$ cat src/rtl/program_loader_if.sv
// Byte-stream input and instruction-memory write port of the boot loader.
interface program_loader_if #(
  parameter int ADDR_W = 6
);
  logic [7:0]        rx_data;
  logic              rx_valid;
  logic              rx_ready;
  logic              imem_we;
  logic [ADDR_W-1:0] imem_waddr;
  logic [31:0]       imem_wdata;

  modport master (
    input  rx_data, rx_valid,
    output rx_ready, imem_we, imem_waddr, imem_wdata
  );

  modport slave (
    output rx_data, rx_valid,
    input  rx_ready, imem_we, imem_waddr, imem_wdata
  );
endinterface

$ cat src/rtl/program_loader.sv
// Boot loader: assembles a length-prefixed little-endian byte stream into imem words
// and holds the core in reset until done. Define LOADER_CHECKSUM_EN for a trailing XOR byte.
module program_loader #(
  parameter int ADDR_W = 6
) (
  input  logic              clk,
  input  logic              rst_n,
  input  logic              start_i,
  program_loader_if.master  bus,
  output logic              core_reset_o,
  output logic              busy_o,
  output logic              done_o,
  output logic              error_o,
  output logic [ADDR_W:0]   word_count_o
);

  typedef enum logic [2:0] {
    S_IDLE,
    S_LEN_LO,
    S_LEN_HI,
    S_DATA,
`ifdef LOADER_CHECKSUM_EN
    S_CHK,
`endif
    S_DONE
  } state_t;

  localparam logic [16:0] CAPACITY = 17'(1) << ADDR_W;

  state_t            state_q;
  logic [1:0]        byte_cnt_q;
  logic [23:0]       word_buf_q;
  logic [15:0]       len_q;
  logic [ADDR_W-1:0] addr_q;
  logic [ADDR_W:0]   word_count_q;
  logic [7:0]        chk_q;
  logic              rx_ready_q;
  logic              imem_we_q;
  logic [ADDR_W-1:0] imem_waddr_q;
  logic [31:0]       imem_wdata_q;
  logic              core_reset_q;
  logic              busy_q;
  logic              done_q;
  logic              error_q;

  logic              xfer;
  logic [15:0]       len_d;
  logic [ADDR_W:0]   word_count_d;
  logic              last_word;

  assign xfer         = bus.rx_valid & rx_ready_q;
  assign len_d        = {bus.rx_data, len_q[7:0]};
  assign word_count_d = word_count_q + 1'b1;
  assign last_word    = (16'(word_count_d) == len_q);

  always_ff @(posedge clk or negedge rst_n) begin
    if (!rst_n) begin
      state_q      <= S_IDLE;
      byte_cnt_q   <= '0;
      word_buf_q   <= '0;
      len_q        <= '0;
      addr_q       <= '0;
      word_count_q <= '0;
      chk_q        <= '0;
      rx_ready_q   <= 1'b0;
      imem_we_q    <= 1'b0;
      imem_waddr_q <= '0;
      imem_wdata_q <= '0;
      core_reset_q <= 1'b1;
      busy_q       <= 1'b0;
      done_q       <= 1'b0;
      error_q      <= 1'b0;
    end else begin
      imem_we_q <= 1'b0;
      case (state_q)
        S_IDLE, S_DONE: begin
          if (start_i) begin
            state_q      <= S_LEN_LO;
            rx_ready_q   <= 1'b1;
            busy_q       <= 1'b1;
            core_reset_q <= 1'b1;
            error_q      <= 1'b0;
            done_q       <= 1'b0;
            word_count_q <= '0;
            addr_q       <= '0;
            byte_cnt_q   <= '0;
            chk_q        <= '0;
          end
        end

        S_LEN_LO: begin
          if (xfer) begin
            len_q[7:0] <= bus.rx_data;
            state_q    <= S_LEN_HI;
          end
        end

        S_LEN_HI: begin
          if (xfer) begin
            len_q[15:8] <= bus.rx_data;
            if (len_d == 16'd0) begin
`ifdef LOADER_CHECKSUM_EN
              state_q <= S_CHK;
`else
              state_q      <= S_DONE;
              rx_ready_q   <= 1'b0;
              busy_q       <= 1'b0;
              done_q       <= 1'b1;
              core_reset_q <= 1'b0;
`endif
            end else if ({1'b0, len_d} > CAPACITY) begin
              // Image cannot fit: refuse it without touching memory.
              state_q      <= S_DONE;
              rx_ready_q   <= 1'b0;
              busy_q       <= 1'b0;
              done_q       <= 1'b1;
              error_q      <= 1'b1;
              core_reset_q <= 1'b1;
            end else begin
              state_q <= S_DATA;
            end
          end
        end

        S_DATA: begin
          if (!rx_ready_q) begin
            // Final write pulse is on the bus this cycle; finish one cycle later.
            state_q      <= S_DONE;
            busy_q       <= 1'b0;
            done_q       <= 1'b1;
            core_reset_q <= 1'b0;
          end else if (xfer) begin
            chk_q      <= chk_q ^ bus.rx_data;
            byte_cnt_q <= byte_cnt_q + 2'd1;
            case (byte_cnt_q)
              2'd0: word_buf_q[7:0]   <= bus.rx_data;
              2'd1: word_buf_q[15:8]  <= bus.rx_data;
              2'd2: word_buf_q[23:16] <= bus.rx_data;
              default: begin
                imem_we_q    <= 1'b1;
                imem_wdata_q <= {bus.rx_data, word_buf_q};
                imem_waddr_q <= addr_q;
                addr_q       <= addr_q + 1'b1;
                word_count_q <= word_count_d;
                if (last_word) begin
`ifdef LOADER_CHECKSUM_EN
                  state_q <= S_CHK;
`else
                  rx_ready_q <= 1'b0;
`endif
                end
              end
            endcase
          end
        end

`ifdef LOADER_CHECKSUM_EN
        S_CHK: begin
          if (xfer) begin
            state_q      <= S_DONE;
            rx_ready_q   <= 1'b0;
            busy_q       <= 1'b0;
            done_q       <= 1'b1;
            error_q      <= (bus.rx_data != chk_q);
            core_reset_q <= (bus.rx_data != chk_q);
          end
        end
`endif

        default: state_q <= S_IDLE;
      endcase
    end
  end

  assign bus.rx_ready   = rx_ready_q;
  assign bus.imem_we    = imem_we_q;
  assign bus.imem_waddr = imem_waddr_q;
  assign bus.imem_wdata = imem_wdata_q;
  assign core_reset_o   = core_reset_q;
  assign busy_o         = busy_q;
  assign done_o         = done_q;
  assign error_o        = error_q;
  assign word_count_o   = word_count_q;

endmodule

$ cat src/flat_wrapper.sv
// flat-port wrapper written by rule: the top's interface ports become plain ports
module program_loader_flat 
#(
  parameter int ADDR_W = 6
)
  (clk, rst_n, start_i, core_reset_o, busy_o, done_o, error_o, word_count_o, bus_rx_data, bus_rx_valid, bus_rx_ready, bus_imem_we, bus_imem_waddr, bus_imem_wdata);
  program_loader_if #(.ADDR_W(ADDR_W)) bus_i ();
  input  logic clk;
  input  logic rst_n;
  input  logic start_i;
  output logic core_reset_o;
  output logic busy_o;
  output logic done_o;
  output logic error_o;
  output logic [ADDR_W:0] word_count_o;
  input wire logic [$bits(bus_i.rx_data)-1:0] bus_rx_data;
  input wire logic [$bits(bus_i.rx_valid)-1:0] bus_rx_valid;
  output wire logic [$bits(bus_i.rx_ready)-1:0] bus_rx_ready;
  output wire logic [$bits(bus_i.imem_we)-1:0] bus_imem_we;
  output wire logic [$bits(bus_i.imem_waddr)-1:0] bus_imem_waddr;
  output wire logic [$bits(bus_i.imem_wdata)-1:0] bus_imem_wdata;
  assign bus_i.rx_data = bus_rx_data;
  assign bus_i.rx_valid = bus_rx_valid;
  assign bus_rx_ready = bus_i.rx_ready;
  assign bus_imem_we = bus_i.imem_we;
  assign bus_imem_waddr = bus_i.imem_waddr;
  assign bus_imem_wdata = bus_i.imem_wdata;
  program_loader #(.ADDR_W(ADDR_W)) u_core (.clk(clk), .rst_n(rst_n), .start_i(start_i), .bus(bus_i), .core_reset_o(core_reset_o), .busy_o(busy_o), .done_o(done_o), .error_o(error_o), .word_count_o(word_count_o));
endmodule
$ cat config.mk
export PLATFORM = sky130hd
export DESIGN_NAME = program_loader_flat
export DESIGN_NICKNAME = d
export VERILOG_FILES = /design/src/rtl/program_loader_if.sv /design/src/rtl/program_loader.sv /design/src/flat_wrapper.sv
export SDC_FILE = /design/constraint.sdc
export NUM_CORES = 1
export LEC_CHECK = 0
export CAP_MARGIN = 40
export CORE_MARGIN = 5
export CORE_UTILIZATION = 50
export DETAILED_ROUTE_END_ITERATION = 8
export DONT_BUFFER_PORTS = 1
export GPL_ROUTABILITY_DRIVEN = 0
export PLACE_DENSITY = 0.69
export SLEW_MARGIN = 5
export SYNTH_ARGS = -nofsm -noshare
export SYNTH_HDL_FRONTEND = slang
export SYNTH_SLANG_ARGS = --single-unit
$ cat constraint.sdc
create_clock -name clk -period 2.3 [get_ports clk]
set_input_delay 0.46 -clock clk [delete_from_list [all_inputs] [get_ports clk]]
set_output_delay 0.46 -clock clk [all_outputs]
set_load 0.005 [all_outputs]
# Word-level counts from Yosys, hierarchy flattened
# Index checks and enable logic that the tools add are counted.
# word_totals
reg_bits	102
in_bits	12
word_cells	108
output_inout_bits	51
# classes
bitwise_logic	2
mux	48
n_lt_le_gt_ge	1
reduce_logical	20
n_addsub	3
eq_ne	17
# ops
operator	n
7-bit two-way mux	4
4-bit AND reduction	7
6-bit two-way mux	4
1-bit two-way mux	22
3-bit two-way mux	6
7-bit by 16-bit == test with 1-bit output	1
16-bit by 7-bit greater-than comparator with 1-bit output (second input constant)	1
16-bit logical NOT	1
5-bit AND reduction	3
7-bit one-hot mux with 2 select lines	1
1-bit one-hot mux with 3 select lines	4
3-bit one-hot mux with 4 select lines	1
6-bit one-hot mux with 2 select lines	1
2-bit by 1-bit inequality test with 1-bit output (second input constant)	5
2-bit inequality test (second input constant)	4
7-bit by 1-bit adder with 7-bit output (second input constant)	1
6-bit by 1-bit adder with 6-bit output (second input constant)	1
3-bit by 2-bit == test with 1-bit output (second input constant)	2
2-bit two-way mux	3
2-bit one-hot mux with 2 select lines	1
2-bit AND reduction	2
2-bit nonzero test	2
3-bit by 1-bit == test with 1-bit output (second input constant)	1
3-bit == test (second input constant)	1
other kinds (12)	12

# Depth between registers and ports, before layout
# logic_depth
depth_word	7
depth_mapped	8
mapped_depth_nobuf	6

# Worst setup path before layout
# OpenSTA, ideal clock, no wires.
# synth_timing
path_kind	reg-to-reg
from	register u_core.state_q[1]
to	register u_core.done_q (netlist: u_core.done_o)
period_less_slack_ns	1.723
stages_incl_launch_ff	8
arrival_time_ns	1.598
path_slack_ns	0.577
path_cell_list	dfrtp_1 buf_6 or3b_1 buf_6 o21ai_2 o31ai_4 nor2_4 mux2_4
# synth_between
elab_chain_len	4
word_cells_on_any_way	12
# synth_lines
item	line	text
start, declared	program_loader.sv:30	state_t state_q;
start signal, assigned	program_loader.sv:58	state_q <= S_IDLE;
start signal, assigned	program_loader.sv:78	state_q <= S_LEN_LO;
start signal, assigned	program_loader.sv:94	state_q <= S_LEN_HI;
3-bit == test / 3-bit logical NOT (equally long branches)	program_loader.sv:75	case (state_q)
2-bit OR reduction	program_loader.sv:75	
2-bit inequality test (no source line) / 3-bit nonzero test (equally long branches)	--	
5-bit AND reduction (no source line)	--	
end signal, assigned	program_loader.sv:71	done_q <= 1'b0;
end signal, assigned	program_loader.sv:83	done_q <= 1'b0;
end signal, assigned	program_loader.sv:108	done_q <= 1'b1;
end, declared	program_loader.sv:43	logic done_q;
# Parallel ways exist; a longest one is shown, timed or not.
# A chain may end at the register's enable or synchronous reset.

# Worst setup path after layout
# layout_timing
from	register u_core.word_count_q[0] (netlist: u_core.word_count_o[0])
to	register u_core.rx_ready_q (netlist: u_core.bus.rx_ready)
# layout_between
elab_chain_len	7
# layout_lines
item	line	text
start, declared	program_loader.sv:35	logic [ADDR_W:0] word_count_q;
start signal, assigned	program_loader.sv:144	word_count_q <= word_count_d;
7-bit by 1-bit adder with 7-bit output	program_loader.sv:53	assign word_count_d = word_count_q + 1'b1;
7-bit by 16-bit == test with 1-bit output	program_loader.sv:54	assign last_word = (16'(word_count_d) == len_q);
1-bit two-way mux	program_loader.sv:145	if (last_word) begin
1-bit two-way mux	program_loader.sv:135	case (byte_cnt_q)
1-bit two-way mux	program_loader.sv:132	end else if (xfer) begin
1-bit two-way mux	program_loader.sv:126	if (!rx_ready_q) begin
1-bit one-hot mux with 3 select lines	program_loader.sv:75	
end signal, assigned	program_loader.sv:65	rx_ready_q <= 1'b0;
end signal, assigned	program_loader.sv:79	rx_ready_q <= 1'b1;
end signal, assigned	program_loader.sv:149	rx_ready_q <= 1'b0;
end, declared	program_loader.sv:37	logic rx_ready_q;
# No other way between the ends.

==> reports/results.txt <==
Crit Path Max Fanout -> 7
via count -> 2874
CTS tree -> yes
Fin Hold WS -> -0.234 ns
clk_skew -> 0.0168 ns
Synthesized Nets -> 426
Core Util, Final -> 54.5%
Worst VDD drop -> 0.383 mV
M3 GR Usage -> 4.81%
unrepaired setup endpoints after global routing -> false
placeable core region -> 8720 µm²
crit share post-route -> 84.6%
Initial Util -> 51.2%
Startpoint Class -> flop
vias in the first global route -> 2902
Seq cells post-synth -> 102
R2R depth -> 6
initial antenna violation count -> 0
power per cell area -> 949 nW/µm²
count of maximum capacitance violations -> 0
PostCTS Resize Cnt -> 0
violation count after the first detailed-route iteration -> 166
antenna cells -> 0
Synth Cell Area -> 4470 µm²
port bufs -> 0
routed wire length -> 9100 µm
GRT met1 Usage -> 23.9%
Final Hold Fails -> 101
post-layout min period -> 1.95 ns
gr ovfl total -> 0
Gate Count Post-Synth -> 408
Routed WL per cell -> 17.5 µm
layout cells sized above 1 -> 19.1%
Worst-path clk slew -> 0.11 ns
num rows -> 34
sequential-to-total area share from yosys stat -> 57.1%
Final Cell Area -> 4750 µm²
setup TNS -> 0 ns
CP required -> 2.56 ns
drt pass-1 iters -> 4
R2R Path End -> u_core.bus.rx_ready
final setup vio count -> 0
Worst R2R Start -> u_core.word_count_o[0]
root buffer cell -> clkbuf_8
Routed Antenna Nets -> 0
I/O pin count -> 63
CTS max path bufs -> 2
width of the die -> 105 µm
cell leakage power -> 2.33 nW
status -> complete, but fails checks
Worst-Margin Slew -> 0.508 ns
WS Path Type -> flop to flop
Post-synth EDFFs -> 0
GR peak layer -> met2
Tot GR Track Use -> 17.5%
clk_lat worst skew -> 0.37 ns
worst endpoint data arrival time -> 2.21 ns
post-synth cell types -> 54
pin count of the biggest net entering global routing -> 103
Remaining DRCs -> 0
reg-to-reg setup timing slack -> 0.35 ns
# fillers -> 738
H-tree Lvls -> 3
vias per cell -> 5.52
Slew Viols, Final -> 0
met2 usage -> 27.0%
Layout Nets -> 426
CTS Buf Count -> 9
Crit. End Element -> flop
post-CTS setup buffer count -> 0
ys async rst share -> 100%
dpl hpwl -> 6110 µm
TritonCTS Sinks -> 102
Die Height -> 105 µm
Synth Flop Type -> dfrtp_1
Hold Path Class -> primary input to asynchronous set/reset pin
first-pass GRT wire length -> 15400 µm
Worst slew margin -> 66.2%
die area -> 10900 µm²
Highest Clock Rate -> 0.514 GHz
DP Area -> 4550 µm²
Area Growth Syn to Fin -> 6.30%
YS warnings -> 0
failing checks -> hold timing
Syn Area/Cell -> 11.0 µm²
-- report_power, final --
group	switching [mW]	total [mW]	internal, mW
clock	0.680	1.11	0.429
combinational	0.416	0.936	0.520
sequential	0.322	2.46	2.14
total	1.42	4.51	3.09
-- cells by family (layout without fill, tap and decap cells) --
| kind of cell | Yosys count | after routing | share of synthesized area, % |
|---|---|---|---|
| adder cells (fa/ha/maj) | 6 | 6 | 1.68 |
| buffers and inverters | 21 | 26 | 2.69 |
| flip-flops | 102 | 102 | 57.1 |
| multiplexers | 43 | 43 | 11.0 |
| AO/OA/AOI/OAI | 34 | 34 | 5.43 |
| XOR/XNOR | 19 | 19 | 3.72 |
| AND/OR/NAND/NOR | 183 | 183 | 18.4 |
-- worst max-delay path: stages (launching register included) --
cell     delay [ns]
dfrtp_1        0.49
ha_1           0.36
xnor2_1        0.14
nand2_1        0.08
nor4_1         0.34
a41oi_1        0.15
a211o_1        0.28
-- routing by layer --
| layer | part of all wire (%) | vias up |
|---|---|---|
| met4 | 1.8 | 0 |
| li1 | - | 1360 |
| met1 | 46 | 1433 |
| met2 | 47 | 69 |
| met5 | 0 | - |
| met3 | 4.2 | 12 |
-- worst max-delay path by stage --
stage	to	slack [ns]	start
global placement	u_core.word_count_o[2]	0.45	u_core.bus.rx_ready
floorplan	u_core.done_o	0.58	u_core.state_q[1]
finish	u_core.bus.rx_ready	0.35	u_core.word_count_o[0]
detailed placement	u_core.bus.rx_ready	0.39	u_core.word_count_o[0]
global route	u_core.bus.rx_ready	0.25	u_core.word_count_o[0]
CTS	u_core.bus.rx_ready	0.37	u_core.word_count_o[0]
-- Yosys cell counts, types with 5 or more instances --
cell type / number / area share, %
nand3_1: 5 / 0.56
dfrtp_1: 101 / 57
nand2_1: 132 / 11
inv_1: 5 / 0.42
xor2_1: 6 / 1.2
clkbuf_1: 5 / 0.42
xnor2_1: 13 / 2.5
nor2_1: 13 / 1.1
ha_1: 6 / 1.7
o21ai_0: 12 / 1.3
mux2_2: 40 / 10
-- cells in the final DEF, fill, tap and decap left out, types with 2 or more instances in the layout --
| master | netlist | routed |
|---|---|---|
| o21ai_0 | 12 | 12 |
| nand4_1 | 2 | 2 |
| nand3_1 | 5 | 5 |
| and3_1 | 3 | 3 |
| buf_4 | 4 | 3 |
| mux2_4 | 2 | 2 |
| nand2_1 | 132 | 132 |
| nand2_2 | 3 | 3 |
| o21a_1 | 2 | 2 |
| clkbuf_8 | 0 | 9 |
| a22o_1 | 2 | 2 |
| nor3_1 | 4 | 4 |
| xor2_1 | 6 | 6 |
| inv_1 | 5 | 5 |
| dfrtp_1 | 101 | 101 |
| nor2_1 | 13 | 13 |
| clkinv_4 | 0 | 2 |
| clkinv_8 | 0 | 2 |
| o31ai_1 | 2 | 2 |
| and2_1 | 3 | 3 |
| inv_8 | 0 | 2 |
| ha_1 | 6 | 6 |
| nor4_1 | 4 | 4 |
| a21oi_1 | 4 | 4 |
| mux2_2 | 40 | 40 |
| xnor2_1 | 13 | 13 |
-- per-stage QoR --
stage               power, mW  hold slack [ns]  cells  setup slack, ns
floorplan                3.23            0.164    408            0.577
global placement         3.39            0.168    505            0.452
detailed placement       3.44            0.168    505            0.389
CTS                      4.55           -0.253    521            0.371
global route             4.78           -0.270    521            0.247
finish                   4.51           -0.234    521            0.354
-- final cells by class --
| cell class | instances | area [µm²] | area share, % |
|---|---|---|---|
| clock inverter | 7 | 77.6 | 1.63 |
| tap | 108 | 135 | 2.84 |
| inverter | 6 | 22.5 | 0.474 |
| timing repair buffer | 4 | 42.5 | 0.895 |
| sequential | 102 | 2550 | 53.8 |
| clock buffer | 9 | 124 | 2.61 |
| multi-input combinational | 285 | 1800 | 37.8 |
-- state kept, by name, indices dropped and copies added, names as in the netlist --
signal	cells
u_core.word_buf_q	24
u_core.bus.imem_wdata	32
u_core.bus.imem_we	1
u_core.error_o	1
u_core.bus.rx_ready	1
u_core.addr_q	6
u_core.busy_o	1
u_core.done_o	1
u_core.state_q	3
u_core.core_reset_o	1
u_core.len_q	16
u_core.byte_cnt_q	2
u_core.word_count_o	7
u_core.bus.imem_waddr	6
Note: power is estimated with default switching activity, not from simulation.
